[src/rtl/flash_read_arbiter.sv]
// Two-requester arbiter that assembles NBYTES-wide little-endian words from a byte-wide SPI
// flash controller. Define FLASH_ARB_RR_EN for round-robin arbitration (fixed priority otherwise).
module flash_read_arbiter #(
    parameter int unsigned NBYTES = 4,
    parameter int unsigned AW     = 24
) (
    input  logic                  clk,
    input  logic                  rstn,

    input  logic                  req0_valid,
    input  logic [AW-1:0]         req0_addr,
    output logic [8*NBYTES-1:0]   req0_data,
    output logic                  req0_ready,

    input  logic                  req1_valid,
    input  logic [AW-1:0]         req1_addr,
    output logic [8*NBYTES-1:0]   req1_data,
    output logic                  req1_ready,

    output logic                  flash_valid,
    output logic [AW-1:0]         flash_addr,
    input  logic [7:0]            flash_data,
    input  logic                  flash_ready
);

    localparam int unsigned DW = 8 * NBYTES;

    typedef enum logic [2:0] {
        StIdle,
        StIssue,
        StWaitRdy,
        StRelease,
        StDone
    } state_t;

    state_t          state_q;
    logic            grant_q;
    logic [AW-1:0]   base_q;
    logic [1:0]      idx_q;
    logic [DW-1:0]   word_q;

    logic            any_req;
    logic            grant_sel;
    logic            last_idx;
    logic            grant_now;

    assign any_req   = req0_valid | req1_valid;
    assign last_idx  = (idx_q == 2'(NBYTES - 1));
    // Also waits out a flash_ready left high by a transaction abandoned at reset.
    assign grant_now = (state_q == StIdle) && any_req && !flash_ready;

`ifdef FLASH_ARB_RR_EN
    logic last_grant_q;

    always_comb begin
        grant_sel = ~req0_valid;
        if (req0_valid && req1_valid) begin
            grant_sel = ~last_grant_q;
        end
    end

    // Resets to 1 so requester 0 wins the first tie.
    always_ff @(posedge clk) begin
        if (rstn) begin
            last_grant_q <= 1'b1;
        end else if (grant_now) begin
            last_grant_q <= grant_sel;
        end
    end
`else
    assign grant_sel = ~req0_valid;
`endif

    always_ff @(posedge clk) begin
        if (rstn) begin
            state_q     <= StIdle;
            grant_q     <= 1'b0;
            base_q      <= '0;
            idx_q       <= '0;
            word_q      <= '0;
            flash_valid <= 1'b0;
            flash_addr  <= '0;
            req0_ready  <= 1'b0;
            req1_ready  <= 1'b0;
            req0_data   <= '0;
            req1_data   <= '0;
        end else begin
            req0_ready <= 1'b0;
            req1_ready <= 1'b0;
            unique case (state_q)
                StIdle: begin
                    if (grant_now) begin
                        grant_q <= grant_sel;
                        base_q  <= grant_sel ? req1_addr : req0_addr;
                        idx_q   <= '0;
                        state_q <= StIssue;
                    end
                end
                StIssue: begin
                    flash_valid <= 1'b1;
                    flash_addr  <= base_q + AW'(idx_q);
                    state_q     <= StWaitRdy;
                end
                StWaitRdy: begin
                    if (flash_ready) begin
                        for (int b = 0; b < NBYTES; b++) begin
                            if (idx_q == 2'(b)) begin
                                word_q[8*b +: 8] <= flash_data;
                            end
                        end
                        flash_valid <= 1'b0;
                        state_q     <= StRelease;
                    end
                end
                StRelease: begin
                    if (!flash_ready) begin
                        if (last_idx) begin
                            // Outputs update only on completion so each requester keeps its last word.
                            if (grant_q) begin
                                req1_ready <= 1'b1;
                                req1_data  <= word_q;
                            end else begin
                                req0_ready <= 1'b1;
                                req0_data  <= word_q;
                            end
                            state_q <= StDone;
                        end else begin
                            idx_q   <= idx_q + 2'd1;
                            state_q <= StIssue;
                        end
                    end
                end
                StDone: begin
                    state_q <= StIdle;
                end
                default: begin
                    state_q <= StIdle;
                end
            endcase
        end
    end

`ifndef SYNTHESIS
    a_ready_exclusive: assert property (@(posedge clk) disable iff (rstn)
        !(req0_ready && req1_ready));
    a_issue_after_release: assert property (@(posedge clk) disable iff (rstn)
        $rose(flash_valid) |-> !flash_ready);
`endif

endmodule

[config.mk]
export PLATFORM = sky130hd
export DESIGN_NAME = flash_read_arbiter
export DESIGN_NICKNAME = d
export VERILOG_FILES = /design/src/rtl/flash_read_arbiter.sv
export SDC_FILE = /design/constraint.sdc
export NUM_CORES = 1
export LEC_CHECK = 0
export CORE_ASPECT_RATIO = 0.6
export CORE_UTILIZATION = 55
export DETAILED_ROUTE_END_ITERATION = 10
export DONT_BUFFER_PORTS = 1
export GPL_ROUTABILITY_DRIVEN = 0
export PLACE_DENSITY = 0.69
export REMOVE_ABC_BUFFERS = 1
export SYNTH_ARGS = -nofsm -noshare
export SYNTH_HDL_FRONTEND = slang
export SYNTH_SLANG_ARGS = --single-unit
[constraint.sdc]
create_clock -name clk -period 3.1 [get_ports clk]
set_clock_uncertainty 0.2 [all_clocks]
set_input_delay 0.31 -clock clk [delete_from_list [all_inputs] [get_ports clk]]
set_output_delay 0.31 -clock clk [all_outputs]
set_load 0.1 [all_outputs]
-- Yosys cells after proc, flatten, opt, wreduce, memory -nomap -nowiden
Index checks and enable logic that the tools add are counted.
- register bits: 153
- input bits: 61
- output and inout bits: 91
- word-level logic and storage cells: 64
- add/sub/neg operators: 2
- equality and inequality tests: 10
- muxes and demuxes: 14
- bitwise gates (word level): 6
- reductions and logical operators: 18
- operators with widths (kind ; number):
    $add 24x2->24 ; 1
    $mux 24 ; 1
    $reduce_and 3->1 ; 5
    $mux 3 ; 4
    $pmux 3 s4 ; 1
    $reduce_and 4->1 ; 3
    $ne 2x2->1 const B ; 4
    $eq 3x2->1 const B ; 2
    $mux 2 ; 3
    $not 1->1 ; 5
    $eq 2x2->1 const B ; 2
    $pmux 2 s2 ; 1
    $reduce_and 2->1 ; 2
    $reduce_bool 2->1 ; 2
    $reduce_or 4->1 ; 1
    $eq 3x1->1 const B ; 1
    $logic_not 3->1 ; 1
    $mux 1 ; 3
    $add 2x1->2 const B ; 1
    $eq 2x1->1 const B ; 1
    $logic_and 1x1->1 ; 2
    $logic_not 2->1 ; 1
    $pmux 1 s2 ; 1
    $logic_not 1->1 ; 1
    $or 1x1->1 ; 1

-- Logic depth before layout (Yosys ltp)
- depth after elaboration: 5
- depth in mapped cells: 7
- gate-level depth less buffers: 7

-- Worst setup path after synthesis
OpenSTA, ideal clock, no wires.
- path kind: flip-flop to flip-flop
- start point: register idx_q[0]
- end point: register flash_addr[18]
- library setup time: 0.091 ns
- data arrival time: 1.962 ns
- required time: 2.809 ns
- slack: 0.847 ns
- stages on the path, launching flop included: 8
- buffers on the path: 0
- clock period less this slack: 2.253 ns
- cells stage by stage: dfxtp_1 > ha_1 > inv_1 > fa_1 > nor2b_1 > nand2_1 > or4_1 > a311oi_1
- word-level cells in the longest chain between the ends: 1
- RTL lines (item ; RTL line ; source):
    start, declared ; 39 ; logic [1:0] idx_q;
    start signal, assigned ; 128 ; idx_q <= idx_q + 2'd1;
    $add 24x2->24 ; 101 ; flash_addr <= base_q + AW'(idx_q);
    end signal, assigned ; 101 ;
    end, declared ; 21 ; output logic [AW-1:0] flash_addr,
Every way passes these cells.
A chain may end at the register's enable or synchronous reset.

-- Worst setup path after layout
- start point: register idx_q[0]
- end point: register flash_addr[22]
The elaborated chain is that of the path after synthesis.

==> out/metrics.yaml <==
outcome:
  status: "finished with violations"
  violations: "design-rule violations, negative hold slack"
placement:
  placed_cells: 838
  place_ws_ns: 0.447
  port_buffers: 0
  hpwl_microns: 10000
clock_tree:
  cts_root_buffer: "clkbuf_16"
  htreeDepth: 4
  insertion_delay_ns: 0.41
  cts_tree: "done"
  cts.clk_slew.worst_paths_ns: 0.07
  cts.sinks: 153
  cts_max_path_buffers: 2
  cts-buffers-inserted: 17
sta:
  fin_crit_ns: 2.77
  worst_slew_pin_slew_ns: 1.03
  finalHoldViolations: 1
  drv_slew: 0
  period_share_pct: 89.2
  max_freq_ghz: 0.362
  setup_viol: 0
  setup_slack_ns: 0.334
  setup_tns_ns: 0
  holdWs_ns: -0.000604
  max-slew-margin-rel_pct: 31.3
  rsz0062_at_grt: "no"
worst_setup_path:
  path_class: "register to register"
  cp-start-kind: "register"
  cp_data_arrival_time_ns: 2.89
  reg2reg_depth: 7
  rr_startpoint: "idx_q[0]"
  cpPeakStageDelay_ns: 0.66
  path_delay_family: "simple AND/OR/NAND/NOR gates"
  crit_slowest_cell: "nor4_1"
  required_ns: 3.23
  reg2reg_setup_slack_ns: 0.33
  end_kind: "register"
  crit_buf_inv: 1
  cp_max_fo: 5
  r2r-end: "flash_addr[22]"
  crit_chain: "ha_1 > inv_1 > fa_1 > nand3b_1 > nor4_1 > nand4_1 > a311oi_1"
global_routing:
  grt_pass1_wl_microns: 26400
  antenna_found_initial: 0
  grt_util_met1_pct: 40.8
  grt.busiest_layer: "met2"
  grt_max_degree: 142
  grt_pass1_vias: 5005
  grt-ovfl-total: 0
  use_met2_pct: 44.3
  grt_use_met3_pct: 8.09
  track_usage_pct: 29.3
synthesis:
  synthTopCellsByArea: "dfxtp_1 (50%), nand2_1 (11%), a21oi_1 (7.9%)"
  yosysWarningCount: 0
  syn_area_sq_um: 6130
  synth_top_area_share_pct: 50.0
  yosysSeqAreaShare_pct: 50.0
  avgSynthCellArea_sq_um: 8.29
  ys_seq_elements: 153
  synth-async-reset-ratio_pct: 0
  yosysTopAreaCell: "dfxtp_1"
  synthFlopType: "dfxtp_1"
  synth_cell_types: 44
  synthCells: 739
  synth_edf_count: 0
drt:
  routed_wl_microns: 16600
  drt-initial-drc-count: 598
  route.antenna.remaining_nets: 0
  routed_via_density: 5.90
  drc: 18
  via_count: 5460
  routedWlPerCell_microns: 17.9
  drt-pass1-iter-count: 8
die:
  rows: 29
  die_y_microns: 83.8
  io_pins: 152
  core_sq_um: 10700
  dieWidth_microns: 138
  dieArea_sq_um: 11600
  start_util_pct: 57.2
layout:
  final_common_cell: "nand2_1"
  final_cell_mix: "nand2_1 (175), dfxtp_1 (153), a21oi_1 (97)"
  num-nets-final: 842
  drive_gt1_share_pct: 7.75
  fin_cells: 926
  antenna_cells: 0
  area_delta_synth_final_pct: 21.6
run:
  drv_cap: 0
power:
  power_density_nw_per_um2: 658
  cellLeakagePower_nw: 2.57
  peakVddDrop_v: 0.000489
hold_path:
  hp-class: "input pin to register"
  min_from: "req1_addr[1]"
  whs_endpoint: "base_q[1]"
  holdPathStages: 2
-- registers in the layout (all words and copies together), names as in the netlist --
name	count
base_q	24
grant_q	1
flash_addr	24
req1_ready	1
idx_q	2
req0_ready	1
state_q	3
word_q	32
req0_data	32
flash_valid	1
req1_data	32
-- through the flow --
step	cell area (sq um)	hold slack [ns]	util, %	power, mW
after global placement	6210	0.191	58.1	2.57
after detailed placement	6210	0.194	58.1	2.58
after floorplan	5900	0.179	-	2.51
final	7450	-0.000604	69.6	4.90
after CTS	7440	0.00380	69.5	4.92
after global routing	7450	0.00468	69.6	5.06
-- where the power goes --
| part | switching [mW] | leakage, nW | internal, mW |
|---|---|---|---|
| Combinational | 0.238 | 1.02 | 0.160 |
| Clock | 0.866 | 0.314 | 1.39 |
| Sequential | 0.209 | 1.24 | 2.03 |
-- what timing repair did --
| action | 4_1_cts | 5_1_grt |
|---|---|---|
| endpoints found under the hold margin | 153 | 0 |
| hold buffers | 56 | 0 |
| buffers inserted | 0 | 0 |
| gates resized for setup | 0 | 2 |
| endpoints found under the setup margin | 0 | 1 |
-- per-layer routing --
metal / wire, microns / vias up
li1: - / 2633
met4: 147 / 0
met1: 7680 / 2586
met5: 0 / -
met3: 1440 / 17
met2: 7300 / 224
-- cells in the mapped netlist, types with 2 or more instances --
master      n
nand2_1   175
dfxtp_1   153
a21oi_1    97
nor2_1     56
clkbuf_1   47
nand3_1    41
a211oi_1   34
mux2i_1    26
a311oi_1   12
inv_1       9
nor3_1      8
o21ai_0     7
ha_1        6
nand4_1     6
o31ai_1     6
or4_1       6
xor2_1      5
buf_1       4
or3_1       4
xnor2_1     4
and4_1      3
buf_4       3
nor2b_1     3
a31o_2      2
nand3b_1    2
or2_2       2
-- cell families after synthesis --
family / Yosys count / share of synthesized area [%]
fa+ha+maj: 7 / 1.55
compound gates: 164 / 16.2
xor+xnor: 9 / 1.29
flops: 153 / 50.0
mux: 26 / 4.25
simple gates: 315 / 22.4
buf+inv: 65 / 4.31
-- how the worst max path moves through the flow --
stage                from  depth (start not counted)  slack [ns]        endpoint
6_report         idx_q[0]                          7        0.33  flash_addr[22]
5_1_grt          idx_q[0]                          7        0.18  flash_addr[22]
4_1_cts          idx_q[0]                          6        0.13   req1_data[19]
3_5_place_dp     idx_q[0]                          7        0.45  flash_addr[22]
3_3_place_gp     idx_q[0]                          7        0.54  flash_addr[22]
2_1_floorplan  state_q[1]                          4       -1.14       word_q[0]
-- cell type report --
type / count / area [sq um]
sequential: 153 / 3060
inverter: 9 / 33.8
clock buffer: 18 / 439
tap: 139 / 174
multi-input combinational: 521 / 2830
clock inverter: 14 / 209
fill: 846 / 3260
timing repair buffer: 72 / 698
Note: power is estimated with default switching activity, not from simulation.
